==> config.mk <==
export PLATFORM = sky130hd
export DESIGN_NAME = aes_key_expand
export DESIGN_NICKNAME = d
export VERILOG_FILES = /design/src/rtl/aes_key_expand_pkg.sv /design/src/rtl/aes_key_expand_step.sv /design/src/rtl/aes_key_expand.sv
export SDC_FILE = /design/constraint.sdc
export NUM_CORES = 2
export LEC_CHECK = 0
export ABC_CLOCK_PERIOD_IN_PS = 22700
export BUFFER_PORTS_ARGS = -buffer_cell sky130_fd_sc_hd__buf_2
export CAP_MARGIN = 10
export CORE_AREA = 2 2 368 370
export DETAILED_ROUTE_END_ITERATION = 10
export DIE_AREA = 0 0 370 372
export PLACE_DENSITY = 0.72
export SETUP_SLACK_MARGIN = 0.1
export SYNTH_ARGS = -nofsm -noshare
export SYNTH_HDL_FRONTEND = slang
export SYNTH_SLANG_ARGS = --single-unit
==> constraint.sdc <==
create_clock -name i_clk -period 22.7 [get_ports i_clk]
set_input_delay 2.27 -clock i_clk [delete_from_list [all_inputs] [get_ports i_clk]]
set_output_delay 2.27 -clock i_clk [all_outputs]
set_load 0.01 [all_outputs]
==> src/rtl/aes_key_expand_pkg.sv <==
// Shared AES-128 key schedule definitions: round count, FSM states and
// the small word helpers used by the expansion step.
package aes_key_expand_pkg;

  localparam int AES_NR = 10;

  typedef enum logic {
    ST_IDLE   = 1'b0,
    ST_EXPAND = 1'b1
  } state_t;

  // Index is (round - 1); indices 10..15 are never produced by the counter.
  function automatic logic [7:0] rcon(input logic [3:0] idx);
    logic [7:0] r;
    case (idx)
      4'd0:    r = 8'h01;
      4'd1:    r = 8'h02;
      4'd2:    r = 8'h04;
      4'd3:    r = 8'h08;
      4'd4:    r = 8'h10;
      4'd5:    r = 8'h20;
      4'd6:    r = 8'h40;
      4'd7:    r = 8'h80;
      4'd8:    r = 8'h1b;
      4'd9:    r = 8'h36;
      default: r = 8'h00;
    endcase
    return r;
  endfunction

  function automatic logic [31:0] rot_word(input logic [31:0] w);
    return {w[23:0], w[31:24]};
  endfunction

endpackage

==> src/rtl/aes_key_expand_step.sv <==
// One combinational AES-128 key schedule step: previous round key plus the
// externally substituted RotWord(w3) produce the next round key.
module aes_key_expand_step
  import aes_key_expand_pkg::*;
(
  input  logic [127:0] i_prev_key,
  input  logic [31:0]  i_sbox_out,
  input  logic [7:0]   i_rcon,
  output logic [31:0]  o_sbox_in,
  output logic [127:0] o_next_key
);

  logic [31:0] w_w0;
  logic [31:0] w_w1;
  logic [31:0] w_w2;
  logic [31:0] w_w3;
  logic [31:0] w_t;
  logic [31:0] w_w4;
  logic [31:0] w_w5;
  logic [31:0] w_w6;
  logic [31:0] w_w7;

  assign {w_w0, w_w1, w_w2, w_w3} = i_prev_key;

  // The S-box lives in the round datapath; we only hand it the rotated word.
  assign o_sbox_in = rot_word(w_w3);
  assign w_t       = i_sbox_out ^ {i_rcon, 24'h000000};

  assign w_w4 = w_w0 ^ w_t;
  assign w_w5 = w_w1 ^ w_w4;
  assign w_w6 = w_w2 ^ w_w5;
  assign w_w7 = w_w3 ^ w_w6;

  assign o_next_key = {w_w4, w_w5, w_w6, w_w7};

endmodule

==> src/rtl/aes_key_expand.sv <==
// AES-128 key schedule: expands the cipher key into rk0..rk10, one round key
// per clock, borrowing the round's S-box, and serves keys by index.
module aes_key_expand
  import aes_key_expand_pkg::*;
#(
  parameter int NR      = AES_NR,
  parameter int OUT_REG = 1
) (
  input  logic         i_clk,
  input  logic         i_rst,
  input  logic         i_start,
  input  logic [127:0] i_cipher_key,
  output logic         o_sbox_req,
  output logic [31:0]  o_sbox_in,
  input  logic [31:0]  i_sbox_out,
  output logic         o_busy,
  output logic         o_done,
  output logic         o_key_valid,
  input  logic [3:0]   i_rk_idx,
  output logic [127:0] o_roundkey
);

  localparam logic [3:0] LAST_ROUND = 4'(NR);

  state_t       r_state;
  state_t       w_state_next;
  logic [3:0]   r_round;
  logic         r_done;
  logic         r_key_valid;
  logic [127:0] r_rk [0:NR];

  logic         w_expanding;
  logic         w_start_ok;
  logic         w_last;
  logic [3:0]   w_prev_idx;
  logic [7:0]   w_rcon;
  logic [127:0] w_prev_key;
  logic [127:0] w_next_key;
  logic [31:0]  w_step_sbox_in;
  logic [127:0] w_rd_key;

  always_ff @(posedge i_clk or posedge i_rst) begin
    if (i_rst) begin
      r_state <= ST_IDLE;
    end else begin
      r_state <= w_state_next;
    end
  end

  always_comb begin
    w_state_next = r_state;
    w_expanding  = 1'b0;
    w_start_ok   = 1'b0;
    w_last       = 1'b0;
    case (r_state)
      ST_IDLE: begin
        if (i_start) begin
          w_start_ok   = 1'b1;
          w_state_next = ST_EXPAND;
        end
      end
      ST_EXPAND: begin
        w_expanding = 1'b1;
        if (r_round == LAST_ROUND) begin
          w_last       = 1'b1;
          w_state_next = ST_IDLE;
        end
      end
      default: w_state_next = ST_IDLE;
    endcase
  end

  // Counter parks at 0 between expansions so it never runs past the last round.
  always_ff @(posedge i_clk or posedge i_rst) begin
    if (i_rst) begin
      r_round     <= 4'd0;
      r_done      <= 1'b0;
      r_key_valid <= 1'b0;
    end else begin
      r_done <= w_last;
      if (w_start_ok) begin
        r_round     <= 4'd1;
        r_key_valid <= 1'b0;
      end else if (w_last) begin
        r_round     <= 4'd0;
        r_key_valid <= 1'b1;
      end else if (w_expanding) begin
        r_round <= r_round + 4'd1;
      end
    end
  end

  always_ff @(posedge i_clk) begin
    if (w_start_ok) begin
      r_rk[0] <= i_cipher_key;
    end else if (w_expanding) begin
      r_rk[r_round] <= w_next_key;
    end
  end

  assign w_prev_idx = r_round - 4'd1;
  assign w_prev_key = (w_prev_idx <= LAST_ROUND) ? r_rk[w_prev_idx] : '0;
  assign w_rcon     = rcon(w_prev_idx);

  aes_key_expand_step u_step (
    .i_prev_key (w_prev_key),
    .i_sbox_out (i_sbox_out),
    .i_rcon     (w_rcon),
    .o_sbox_in  (w_step_sbox_in),
    .o_next_key (w_next_key)
  );

  assign o_sbox_req  = w_expanding;
  assign o_sbox_in   = w_expanding ? w_step_sbox_in : 32'h0;
  assign o_busy      = w_expanding;
  assign o_done      = r_done;
  assign o_key_valid = r_key_valid;

  // No write bypass: a read of the slot being written returns its old contents.
  assign w_rd_key = (i_rk_idx <= LAST_ROUND) ? r_rk[i_rk_idx] : '0;

  if (OUT_REG != 0) begin : g_out_reg
    logic [127:0] r_roundkey;
    always_ff @(posedge i_clk or posedge i_rst) begin
      if (i_rst) begin
        r_roundkey <= '0;
      end else begin
        r_roundkey <= w_rd_key;
      end
    end
    assign o_roundkey = r_roundkey;
  end else begin : g_out_comb
    assign o_roundkey = w_rd_key;
  end

endmodule
==> flow_summary.ini <==
[setup_path]
crit_fanout = 66
rr_startpoint = r_round[0]$_DFFE_PP0P_
critPathSlowestCell = sky130_fd_sc_hd__buf_4
setup.worst_path.start = r_round[0]$_DFFE_PP0P_
critPathCaptureType = primary output
reg2regPathDepth = 11
rrSetupSlack_ns = 15.35
cp-start-kind = register
cp_data_required_time_ns = 20.43
path_cells = inv_2 > ha_4 > buf_4 > nor2_1 > o311ai_2 > a21o_4 > buf_4 > nand2_1 > nor2_1 > buf_2
timing.setup.critical_path_class = register to primary output
worst_setup_path_endpoint = o_sbox_in[2]
arrival_ns = 5.88
reg2reg_to = r_rk[0][19]$_DFFE_PP_
cp_slowest_stage_delay_ns = 0.83

[cells_and_area]
finished_layout_cells = 6621
flow.area_growth_from_synthesis_pct = 12.2
num-fill-cells = 9727
finalNetCount = 4876
final_layout_size_suffix_gt1_share_pct = 26.2

[route]
viasPerCell = 6.85
first_iter_violations = 6121
num_vias = 45333
first_pass_detailed_route_iteration_total = 7
postRouteAntennaNets = 0
drcViolationCount = 0
routed_wirelength_um = 217000
routed_wire_length_per_instance_um = 32.7

[placed_design]
dp_worst_setup_slack_ns = 15.41
place_hpwl_um = 128000
rd_place_congestion = 0.840
post-place-cells = 6323
placement.io_buffers = 330

[yosys]
post_synth_main_area_contributors = sky130_fd_sc_hd__edfxtp_1 (59%), sky130_fd_sc_hd__mux4_2 (16%), sky130_fd_sc_hd__mux2i_1 (5.9%), sky130_fd_sc_hd__dfrtp_1 (4.7%), sky130_fd_sc_hd__a21oi_1 (2.7%)
synth_seq_area_share_pct = 63.7
ys.flop_type = sky130_fd_sc_hd__edfxtp_1
syn-mean-instance-area_um2 = 16.1
top_cell_type_by_total_area_after_synthesis = sky130_fd_sc_hd__edfxtp_1
synth_async_sr_flop_share_pct = 8.75
post_synth_instance_area_um2 = 71700
synthCells = 4453
yosys.area.top_type_share_pct = 58.9
synth_fp_nets = 4627
yosys.cell_types.count = 62
yosys_register_bits = 1543
yosysWarnings = 0
synth-edff-count = 1408

[outcome]
status = completed

[floorplanning]
dieWidth_um = 370
die_height_um = 372
rows = 135
design.die.area_um2 = 138000
floorplan.io_pins = 331
floorplan.initialDensity_pct = 53.4
core_area_um2 = 134000

[global_routing]
globalRouteMet1Util_pct = 41.8
grt-busiest-layer = met2
grt_resource_usage_total_pct = 31.4
gr_ovfl_total = 0
met3_usage_pct = 8.86
grt_max_degree = 109
vias_in_the_first_global_route = 43984
grtUsageMet2_pct = 48.3
grt_pass1_wl_um = 310000
initial_antenna_violation_count = 16

[clock_tree]
cts.clk_slew.worst_paths_ns = 0.06
h_tree_level_count = 4
clk_latency_ns = 0.81
clock_path_buffers = 3
cts.sinks = 1543
postCtsSetupRepairBufs = 0
cts_root_buffer = sky130_fd_sc_hd__clkbuf_16
cts_tree = done
cts_buffers = 158
hold_buffers = 0
ctsResizeCount = 0

[sta]
drv_slew = 0
slew_headroom_pct = 21.7
finalCritPeriodShare_pct = 35.9
grt_setup_unrepaired = no
final-hold-violation-count = 0
timing.setup.tns_ns = 0
setup_ws_post_layout_ns = 14.55
fmax_ghz = 0.123
worst_slew_pin_slew_ns = 1.17
clock-skew-final_ns = 0.0269
report.final.setup_viol = 0
min_period_ns = 8.15

[worst_hold_path]
hold_class = register to register

[flow_run]
timing.max_cap.violations = 0
## worst min path at each step
stage / from / cells after the start / slack (ns) / to
2_1_floorplan: o_key_valid$_DFFE_PP0P_ / 1 / 0.52 / o_key_valid$_DFFE_PP0P_
3_3_place_gp: o_key_valid$_DFFE_PP0P_ / 1 / 0.47 / o_key_valid$_DFFE_PP0P_
3_5_place_dp: o_key_valid$_DFFE_PP0P_ / 1 / 0.48 / o_key_valid$_DFFE_PP0P_
4_1_cts: o_key_valid$_DFFE_PP0P_ / 1 / 0.50 / o_key_valid$_DFFE_PP0P_
5_1_grt: o_key_valid$_DFFE_PP0P_ / 1 / 0.53 / o_key_valid$_DFFE_PP0P_
6_report: o_key_valid$_DFFE_PP0P_ / 1 / 0.49 / o_key_valid$_DFFE_PP0P_
## sequential cells by signal, indices dropped and copies added, names as in the netlist
| signal | count |
|---|---|
| r_round | 4 |
| o_done | 1 |
| o_key_valid | 1 |
| o_roundkey | 128 |
| r_rk | 1408 |
| r_state | 1 |
## logic make-up after synthesis
kind of cell / Yosys count / share of synthesized area, %
AO/OA/AOI/OAI: 698 / 5.59
XOR/XNOR: 124 / 1.56
adder cells (fa/ha/maj): 7 / 0.122
buffers and inverters: 369 / 2.27
flip-flops: 1543 / 63.7
multiplexers: 978 / 22.6
AND/OR/NAND/NOR: 734 / 4.17
## routing by layer
| metal | wire length, µm | up-vias |
|---|---|---|
| met2 | 99500 | 3392 |
| met3 | 28400 | 451 |
| met4 | 11700 | 6 |
| li1 | - | 18197 |
| met5 | 39 | - |
| met1 | 77000 | 23287 |
## Yosys cell counts (7+ instances only)
| library cell | instances |
|---|---|
| sky130_fd_sc_hd__nand3_1 | 39 |
| sky130_fd_sc_hd__buf_1 | 70 |
| sky130_fd_sc_hd__xnor2_1 | 55 |
| sky130_fd_sc_hd__mux4_2 | 511 |
| sky130_fd_sc_hd__mux2i_1 | 425 |
| sky130_fd_sc_hd__a31oi_1 | 21 |
| sky130_fd_sc_hd__clkbuf_1 | 164 |
| sky130_fd_sc_hd__nor2b_1 | 23 |
| sky130_fd_sc_hd__nor2_1 | 401 |
| sky130_fd_sc_hd__o22ai_1 | 129 |
| sky130_fd_sc_hd__xor2_1 | 67 |
| sky130_fd_sc_hd__o211ai_1 | 33 |
| sky130_fd_sc_hd__nor3_1 | 14 |
| sky130_fd_sc_hd__buf_2 | 73 |
| sky130_fd_sc_hd__edfxtp_1 | 1408 |
| sky130_fd_sc_hd__mux2_2 | 42 |
| sky130_fd_sc_hd__a21oi_1 | 386 |
| sky130_fd_sc_hd__a211oi_1 | 36 |
| sky130_fd_sc_hd__dfrtp_1 | 135 |
| sky130_fd_sc_hd__ha_1 | 7 |
| sky130_fd_sc_hd__inv_1 | 25 |
| sky130_fd_sc_hd__o21ai_0 | 60 |
| sky130_fd_sc_hd__buf_4 | 28 |
| sky130_fd_sc_hd__nand2_1 | 232 |
## worst max-delay path: cells and delay by family, from the launching register on
family,cells,cell delay [ns]
adders and majority gates,1,0.76
DFF,1,0.71
AOI/OAI and AO/OA,2,1.02
and+or+nand+nor,3,0.62
buffers and inverters,4,1.91
## placed cells by master, fill, tap and decap left out, types with 4 or more instances in the layout
cell type and n:
sky130_fd_sc_hd__clkinv_8 5, sky130_fd_sc_hd__buf_2 326, sky130_fd_sc_hd__clkinvlp_4 4, sky130_fd_sc_hd__clkbuf_16 163, sky130_fd_sc_hd__inv_1 24, sky130_fd_sc_hd__xor2_1 67, sky130_fd_sc_hd__a221o_1 5, sky130_fd_sc_hd__and2_1 6
sky130_fd_sc_hd__nor2b_1 23, sky130_fd_sc_hd__a31oi_1 21, sky130_fd_sc_hd__edfxtp_1 1408, sky130_fd_sc_hd__o21ai_0 59, sky130_fd_sc_hd__clkinv_1 8, sky130_fd_sc_hd__mux4_2 511, sky130_fd_sc_hd__xnor2_1 54, sky130_fd_sc_hd__mux2_2 42
sky130_fd_sc_hd__nand3_1 39, sky130_fd_sc_hd__clkbuf_8 28, sky130_fd_sc_hd__buf_12 6, sky130_fd_sc_hd__o22ai_1 129, sky130_fd_sc_hd__ha_1 6, sky130_fd_sc_hd__inv_6 6, sky130_fd_sc_hd__nor2_1 396, sky130_fd_sc_hd__nor3_1 10
sky130_fd_sc_hd__bufinv_16 13, sky130_fd_sc_hd__buf_4 96, sky130_fd_sc_hd__a211oi_1 36, sky130_fd_sc_hd__nor3_2 4, sky130_fd_sc_hd__nand2_1 232, sky130_fd_sc_hd__o211ai_1 33, sky130_fd_sc_hd__dfrtp_1 133, sky130_fd_sc_hd__clkbuf_1 39
sky130_fd_sc_hd__clkinv_2 26, sky130_fd_sc_hd__a21oi_1 386, sky130_fd_sc_hd__nor2_4 6, sky130_fd_sc_hd__mux2i_1 425
## cell type report
type	instances	area [µm²]	area share, %
Multi-Input combinational cell	2541	24600	30.5
Timing Repair Buffer	432	2530	3.14
Antenna cell	2	5.00	0.00622
Clock inverter	66	774	0.962
Tap cell	1781	2230	2.77
Inverter	26	103	0.127
Sequential cell	1543	45700	56.7
Clock buffer	230	4610	5.73
## through the flow
stage,hold slack [ns],util [%],area [µm²]
floorplan,0.518,-,71700
global placement,0.475,55.9,75100
detailed placement,0.482,55.9,75100
CTS,0.495,59.9,80500
global route,0.531,59.9,80500
finish,0.492,59.9,80500
Power is not shown: default switching activity piles up to over one toggle a cycle in this logic, so the estimate is an artifact.
